File: src/rtl/shift_sequencer.sv
// shift_sequencer: multi-cycle shift/rotate engine applying one single-bit step per clock, with start/busy/done handshake.
//   clk   : system clock, all state updates on posedge
//   rst   : synchronous active-high reset
//   start : request, accepted only when not busy (IDLE or DONE)
//   op    : 3-bit shift opcode, latched on accepted start
//   din   : operand, latched on accepted start
//   amt   : step count, latched on accepted start
//   busy  : high while stepping
//   done  : one-cycle pulse when dout/carry/zero hold the final result
//   dout  : working/result register
//   carry : last bit shifted or rotated out
//   zero  : dout == 0, registered alongside dout
module shift_sequencer #(
    parameter int WIDTH = 8,
    parameter int AMT_W = 3
) (
    input  logic             clk,
    input  logic             rst,
    input  logic             start,
    input  logic [2:0]       op,
    input  logic [WIDTH-1:0] din,
    input  logic [AMT_W-1:0] amt,
    output logic             busy,
    output logic             done,
    output logic [WIDTH-1:0] dout,
    output logic             carry,
    output logic             zero
);
    typedef enum logic [1:0] {IDLE, SHIFT, DONE} state_t;
    state_t state, state_nx;
    logic [2:0] op_q;
    logic [AMT_W-1:0] cnt;
    logic accept, skip;
    logic [WIDTH-1:0] step_d;
    logic step_c;
    assign accept = start && state != SHIFT;
    // pass opcodes (001, 101) and zero amounts complete without stepping
    assign skip = amt == '0 || op[1:0] == 2'b01;
    assign busy = state == SHIFT;
    assign done = state == DONE;
    always_comb begin
        state_nx = accept ? (skip ? DONE : SHIFT) :
                   state == SHIFT ? (cnt == AMT_W'(1) ? DONE : SHIFT) : IDLE;
    end
    always_comb begin
        step_d = dout;
        step_c = 1'b0;
        case (op_q)
            3'b000: begin step_d = {dout[WIDTH-2:0], dout[WIDTH-1]}; step_c = dout[WIDTH-1]; end
            3'b100: begin step_d = {dout[0], dout[WIDTH-1:1]}; step_c = dout[0]; end
            3'b010, 3'b011: begin step_d = {dout[WIDTH-2:0], 1'b0}; step_c = dout[WIDTH-1]; end
            3'b110: begin step_d = {dout[WIDTH-1], dout[WIDTH-1:1]}; step_c = dout[0]; end
            3'b111: begin step_d = {1'b0, dout[WIDTH-1:1]}; step_c = dout[0]; end
            default: ;
        endcase
    end
    always_ff @(posedge clk) begin
        if (rst) begin
            state <= IDLE;
            op_q  <= '0;
            cnt   <= '0;
            dout  <= '0;
            carry <= 1'b0;
            zero  <= 1'b0;
        end else begin
            state <= state_nx;
            if (accept) begin
                op_q  <= op;
                cnt   <= amt;
                dout  <= din;
                carry <= 1'b0;
                zero  <= din == '0;
            end else if (state == SHIFT) begin
                cnt   <= cnt - AMT_W'(1);
                dout  <= step_d;
                carry <= step_c;
                zero  <= step_d == '0;
            end
        end
    end
endmodule

File: config.mk
export PLATFORM = sky130hd
export DESIGN_NAME = shift_sequencer
export DESIGN_NICKNAME = d
export VERILOG_FILES = /design/src/rtl/shift_sequencer.sv
export SDC_FILE = /design/constraint.sdc
export NUM_CORES = 1
export LEC_CHECK = 0
export ABC_AREA = 1
export ABC_CLOCK_PERIOD_IN_PS = 4000
export CAP_MARGIN = 20
export CORE_UTILIZATION = 51
export DETAILED_ROUTE_END_ITERATION = 8
export PLACE_DENSITY = 0.84
export SYNTH_ARGS = -nofsm -noshare
export SYNTH_HDL_FRONTEND = slang
export SYNTH_SLANG_ARGS = --single-unit
export TNS_END_PERCENT = 20
File: constraint.sdc
create_clock -name clk -period 4 [get_ports clk]
set_clock_uncertainty 0.1 [all_clocks]
set_input_delay 0.6 -clock clk [delete_from_list [all_inputs] [get_ports clk]]
set_output_delay 0.6 -clock clk [all_outputs]
set_load 0.01 [all_outputs]
## Yosys cells after proc, flatten, opt, wreduce, memory -nomap -nowiden

Cells that the tools add are included.

- $add $sub $neg: 1
- $mul: 0
- Divide/modulo/power cells: 0
- Magnitude comparators: 0
- Equal/unequal tests: 10
- Shift operators: 0
- Mux-type cells: 12
- Bitwise logic cells: 0
- Reductions and logical operators: 11

Operators with widths:

| operator | number |
|---|---|
| $pmux W8 S5 | 1 |
| $logic_not A8 Y1 | 2 |
| $mux W8 | 2 |
| $eq A3 B3 Y1 const B | 3 |
| $mux W2 | 4 |
| $eq A3 B2 Y1 const B | 2 |
| $logic_not A3 Y1 | 2 |
| $mux W3 | 2 |
| $reduce_or A3 Y1 | 2 |
| $eq A2 B1 Y1 const B | 2 |
| $reduce_or A2 Y1 | 2 |
| $eq A3 B1 Y1 const B | 1 |
| $sub A3 B1 Y3 const B | 1 |
| $eq A2 B2 Y1 const B | 1 |
| $mux W1 | 2 |
| $ne A2 B1 Y1 const B | 1 |
| $pmux W1 S2 | 1 |
| $reduce_bool A2 Y1 | 1 |
| $logic_and A1 B1 Y1 | 1 |
| $logic_or A1 B1 Y1 | 1 |

- Register bits: 18
- Bits in latches: 0
- Memory bits (writable): 0
- Memory bits (read-only): 0
- Bits of input ports: 17
- Output and inout port bits: 12
- Memories: 0

## Logic depth before layout (Yosys ltp)

Gate-level depths: netlist of run 1.

- Depth after elaboration: 6
- Mapped depth: 10
- Depth with buffers taken out: 9

## Least setup slack after synthesis of run 1

OpenSTA, ideal clock, no wires.

- Path type: reg-to-output
- From: register state[1]
- To: output port busy
- Data arrival time: 0.702 ns
- Required time: 3.300 ns
- Setup slack: 2.598 ns
- Cell stages (with the launch flop): 5
- Path through: dfxtp_1 -> inv_1 -> nand2_2 -> inv_1 -> buf_2

- Word-level cells in the longest chain between the ends: 1

RTL lines:

| element | RTL line | text |
|---|---|---|
| from (decl) | 30 | `state_t state, state_nx;` |
| from (signal assigned) | 66 | `state <= state_nx;` |
| $eq A2 B1 Y1 | 39 | `assign busy = state == SHIFT;` |
| to (decl) | 23 | `output logic busy,` |

No other way between the ends.

## Worst setup path in the final report of run 1

Same ends and word-level chain as after synthesis.

==> metrics.txt, run 1 <==
clk slew on worst S/H paths 0.11 ns; Final nets 219; Post-CTS Repair Setup Buffers 0; WP data required 3.30 ns; critical path's top delay family buffers and inverters; share of cells above drive strength 1 4.040%; Setup TNS 0 ns; Clock Latency Late Sink 0.30 ns; antenna-violating nets left 0; total gr overflow 0; CP arrival 1.73 ns; RSZ-0062 raised after global routing no; yosys warns 0; slowest CP cell clkdlybuf4s50_1; Total Power 0.4365 mW; count of different cell masters after synthesis 19; Worst Path Buf+Inv 3; Die W 47.99 um; Area after DPL 1351 um2; area delta synth->final 27.38%; largest net degree at the start of global routing 13; final setup vio count 0; DRT iter0 DRCs 48; Fin. Hold Viols 0; synthesized area 1079 um2; Placer Congestion 0.8429; IO Port Bufs 28; Peak VDD IR 0.2689 mV; # rows 16; Worst path most repeated cell inv_1; Synth Instances 173; detailed placer's ending HPWL 2.116 mm; Yosys reg bits 18; buffer levels on the longest clock path 2; Max Slew Vio Count 0; first-pass GRT wire length 4.505 mm; DRC viols 0; TritonCTS buffer count 3; Post-Syn Area per Cell 6.234 um2; H-tree Lvls 1; Seq/Total Area, Yosys 33.41%; max incr delay on CP 0.61 ns; Startpoint Class flip-flop; Final Cell Area 1374 um2; CP Capture Type primary output; CTS Root Cell clkbuf_4; CP cell instances inv_1 -> nand2_2 -> inv_1 -> clkdlybuf4s50_1; mean routed wirelength per cell 12.78 um; number of global-route vias before repair 1060; Core Area 1982 um2; Worst Hold Class reg -> reg; total die area 2303 um2; critical path class reg -> out; starting density of the core 54.42%; antenna violations before repair 0; Routed WL 2.876 mm; fmax 412.2 MHz; crit-path max FO 12; vias after detailed routing 1209; gr usage total 28.40%; min cycle time layout 2.426 ns; # hold bufs at CTS 0; pwr dens 317.7 nW/um2; die height 47.99 um; Top-Level Pins 29; drt first pass iters 5; Syn Nets 192; n_diodes 0; Pleak 0.5966 nW; TritonCTS Sinks 18; worst-margin pin slew 0.6834 ns; outcome completed; CTS tree yes; Vias/cell 5.373; maxcap violations 0; Slew headroom 54.27%; fin crit share 60.65%; final core utilization 69.32%; cts repair resizes 0
sequential cells by signal (all words and copies together) (netlist names):
signal,count
state,2
op_q,3
cnt,3
carry,1
dout,8
zero,1
power by group:
group          leakage, nW  internal [mW]  switching, mW
logic                0.434         0.0577         0.0728
clock network       0.0138         0.0351         0.0593
registers            0.148          0.195         0.0167
cells by family (layout without fill, tap and decap cells):
family                     after synthesis  count (layout)  share of synthesized area (%)
adders and majority gates                2               2                          2.320
buffers and inverters                   31              56                          12.53
and+or+nand+nor                         86              86                          32.60
AOI/OAI and AO/OA                       36              36                          19.14
DFF                                     18              18                          33.41
area by class of cell:
type / instances / area, um2
multi-input combinational: 124 / 583.1
inverter: 25 / 93.84
timing repair buffer: 28 / 280.3
fill: 183 / 608.1
clock buffer: 3 / 22.52
tap: 27 / 33.78
sequential: 18 / 360.3
cell usage in the layout (no fill, tap or decap), drive strengths merged:
cell           synthesis  final
nand3                 15     15
a32oi                  1      1
o21ai                 15     15
clkdlybuf4s50          0     28
o211ai                 1      1
a21oi                  7      7
clkbuf                 1      3
nor2                  23     23
dfxtp                 18     18
o22ai                  1      1
o221ai                 2      2
inv                   25     25
a31oi                  9      9
nand2                 46     46
ha                     2      2
nor3                   2      2
Yosys cell counts (all sizes together):
cell | count | area share (%)
nand2 | 46 | 17
inv | 25 | 8.7
nor2 | 23 | 8.0
dfxtp | 18 | 33
nand3 | 15 | 7.0
o21ai | 15 | 7.0
a31oi | 9 | 5.2
a21oi | 7 | 3.2
buf | 5 | 3.5
ha | 2 | 2.3
nor3 | 2 | 0.93
o221ai | 2 | 1.6
a32oi | 1 | 0.81
clkbuf | 1 | 0.35
o211ai | 1 | 0.70
o22ai | 1 | 0.58
per-layer routing:
layer  vias up  global-route usage (%)  share of wire [%]
met5         -                       0                  0
met2        56                   49.46                 48
li1        620                       -                  -
met4         0                   11.11                1.5
met1       529                   35.15                 44
met3         4                   3.774                7.0
stage by stage:
step	std cells	worst slack (ns)	hold slack, ns
finish	225	1.574	0.4392
global route	225	1.503	0.4740
CTS	225	1.585	0.4359
detailed placement	222	1.723	0.4217
global placement	222	1.778	0.4072
floorplan	173	2.598	0.3797
path summary, 6_finish.rpt:
check	slack, ns	from	cells after the start	end
worst max-delay path	1.57	state[1]	4	busy
worst min-delay path	0.44	op_q[1]	2	op_q[1]
worst max register to register	1.98	state[1]	8	cnt[2]
worst min register to register	0.44	op_q[1]	2	op_q[1]
worst reg2reg max path, delay by kind of cell (launching register included):
kind	cells	cell delay (ns)
AOI/OAI and AO/OA	1	0.21
buffers and inverters	4	0.53
DFF	1	0.33
and+or+nand+nor	3	0.80
(Power assumes the default switching activity.)
==> run 2: changes to the inputs <==
--- a/config.mk
+++ b/config.mk
@@ -6,11 +6,11 @@
 export NUM_CORES = 1
 export LEC_CHECK = 0
 export ABC_AREA = 1
-export ABC_CLOCK_PERIOD_IN_PS = 4000
+export ABC_CLOCK_PERIOD_IN_PS = 2050
 export CAP_MARGIN = 20
-export CORE_UTILIZATION = 51
+export CORE_UTILIZATION = 43
 export DETAILED_ROUTE_END_ITERATION = 8
-export PLACE_DENSITY = 0.84
+export PLACE_DENSITY = 0.75
 export SYNTH_ARGS = -nofsm -noshare
 export SYNTH_HDL_FRONTEND = slang
 export SYNTH_SLANG_ARGS = --single-unit
==> constraint.sdc (replaced) <==
create_clock -name clk -period 2.05 [get_ports clk]
set_clock_uncertainty 0.1 [all_clocks]
set_input_delay 0.3075 -clock clk [delete_from_list [all_inputs] [get_ports clk]]
set_output_delay 0.3075 -clock clk [all_outputs]
set_load 0.01 [all_outputs]
==> run 2 against run 1 <==
Against the previous run:
- non-clock buffer count is 3 higher
- wire length is 3.2% higher
- utilization is 7.9 points lower
- combinational power is 100% higher
- count of clock-buffer cells in the layout is 1 higher
- largest cell class unchanged
==> metrics.txt, run 2 (same netlist as run 1, synthesis figures left out) <==
final worst slack 0.1996 ns; gr usage total 25.76%; Final Cell Area 1411 um2; Worst R2R Path Depth 8; n_diodes 0; drt first pass iters 5; outcome completed; number of global-route vias before repair 1197; # rows 17; die height 52.08 um; critical path class reg -> out; IO Port Bufs 28; CTS Root Cell clkbuf_4; Clock Latency Late Sink 0.30 ns; fmax 540.4 MHz; Worst Hold Class reg -> reg; R2R setup slack 0.42 ns; antenna violations before repair 0; worst-margin pin slew 0.5452 ns; Hold Crit Endpoint op_q[1]; starting density of the core 46.95%; area delta synth->final 30.86%; Final nets 222; Startpoint Class flip-flop; detailed placer's ending HPWL 2.263 mm; Area after DPL 1375 um2; Peak VDD IR 0.5887 mV; min cycle time layout 1.850 ns; Pleak 0.6187 nW; DRT iter0 DRCs 54; final setup vio count 0; largest net degree at the start of global routing 13; Vias/cell 5.309; total gr overflow 0; crit-path max FO 8; Regs by FF count dout: 8 flops, cnt: 3 flops, op_q: 3 flops; fillers 233; Core Area 2297 um2; H-tree Lvls 1; CP arrival 1.44 ns; DRC viols 0; fin crit share 90.26%; slowest CP cell clkdlybuf4s50_1; commonest cells after routing, fill and taps aside 43 x nand2_1, 28 x clkdlybuf4s50_1, 23 x inv_1, 23 x nor2_1, 18 x dfxtp_1; mean routed wirelength per cell 12.90 um; CP cell instances inv_1 -> nand2_2 -> inv_1 -> clkdlybuf4s50_1; TritonCTS buffer count 3; RSZ-0062 raised after global routing no; share of cells above drive strength 1 5.941%; total die area 2712 um2; Top-Level Pins 29; hold path start op_q[1]; Critical Path Source state[1]; DP Worst Slack 0.3514 ns; CP Capture Type primary output; number of flip-flops in the largest register 8; Worst path most repeated cell inv_1; cts repair resizes 0; most common cell after layout, fill and taps aside nand2_1; vias after detailed routing 1221; first-pass GRT wire length 5.154 mm; Slew headroom 63.52%; buffer levels on the longest clock path 2; antenna-violating nets left 0; CTS tree yes; Placer Congestion 0.9062; Die W 52.08 um; Worst R2R Start op_q[2]; Max Slew Vio Count 0; max incr delay on CP 0.53 ns; clk slew on worst S/H paths 0.11 ns; # hold bufs at CTS 0; hold depth 2; Post-CTS Repair Setup Buffers 0; pwr dens 636.4 nW/um2; r2r endpoint zero; Setup TNS 0 ns; maxcap violations 0; Fin. Hold Viols 0; TritonCTS Sinks 18; WP data required 1.64 ns; Routed WL 2.968 mm; Most flops, register dout
## run 2: cell types whose count changed in the layout (fill, tap and decap cells not counted)
cell      change
buf_4         +3
clkbuf_8      +1
## run 2: where the power goes
| part | internal [mW] | switching [mW] |
|---|---|---|
| clock | 0.108 | 0.115 |
| sequential | 0.380 | 0.0311 |
| combinational | 0.119 | 0.145 |
## run 2: how the worst max path moves through the flow
stage / end / slack, ns / cells past startpoint
floorplan: zero / 0.79 / 9
global placement: zero / 0.41 / 6
detailed placement: dout[0] / 0.35 / 5
CTS: busy / 0.19 / 4
global route: busy / 0.12 / 4
finish: busy / 0.20 / 4
## run 2: layout make-up
type | instances | area, um2 | share of cell area [%]
clock buffers | 4 | 36.28 | 2.571
inverters | 25 | 93.84 | 6.649
multi-input cells | 124 | 583.1 | 41.31
flip-flops and latches | 18 | 360.3 | 25.53
well taps | 28 | 35.03 | 2.482
repair buffers | 31 | 302.8 | 21.45
## run 2: worst max-delay path, delay by kind of cell, from the launching register on
family,cells,cell delay [ns]
buffers and inverters,3,0.71
flip-flops,1,0.31
AND/OR/NAND/NOR,1,0.13
## run 2: through the flow
stage          total power [mW]  cells  utilization (%)  hold WS [ns]
2_1_floorplan            0.5696    173                -        0.3769
3_3_place_gp             0.6725    226            59.86        0.3982
3_5_place_dp             0.6783    226            59.86        0.4063
4_1_cts                  0.8974    230            61.44        0.4213
5_1_grt                  0.9518    230            61.44        0.4572
6_report                 0.8982    230            61.44        0.4215
## run 2: routing by layer
layer / wire (um) / up-vias / global-route usage, %
li1: - / 622 / -
met2: 1369 / 56 / 43.38
met1: 1346 / 537 / 31.91
met5: 0 / - / 0
met4: 62 / 0 / 8.559
met3: 190 / 6 / 5.848
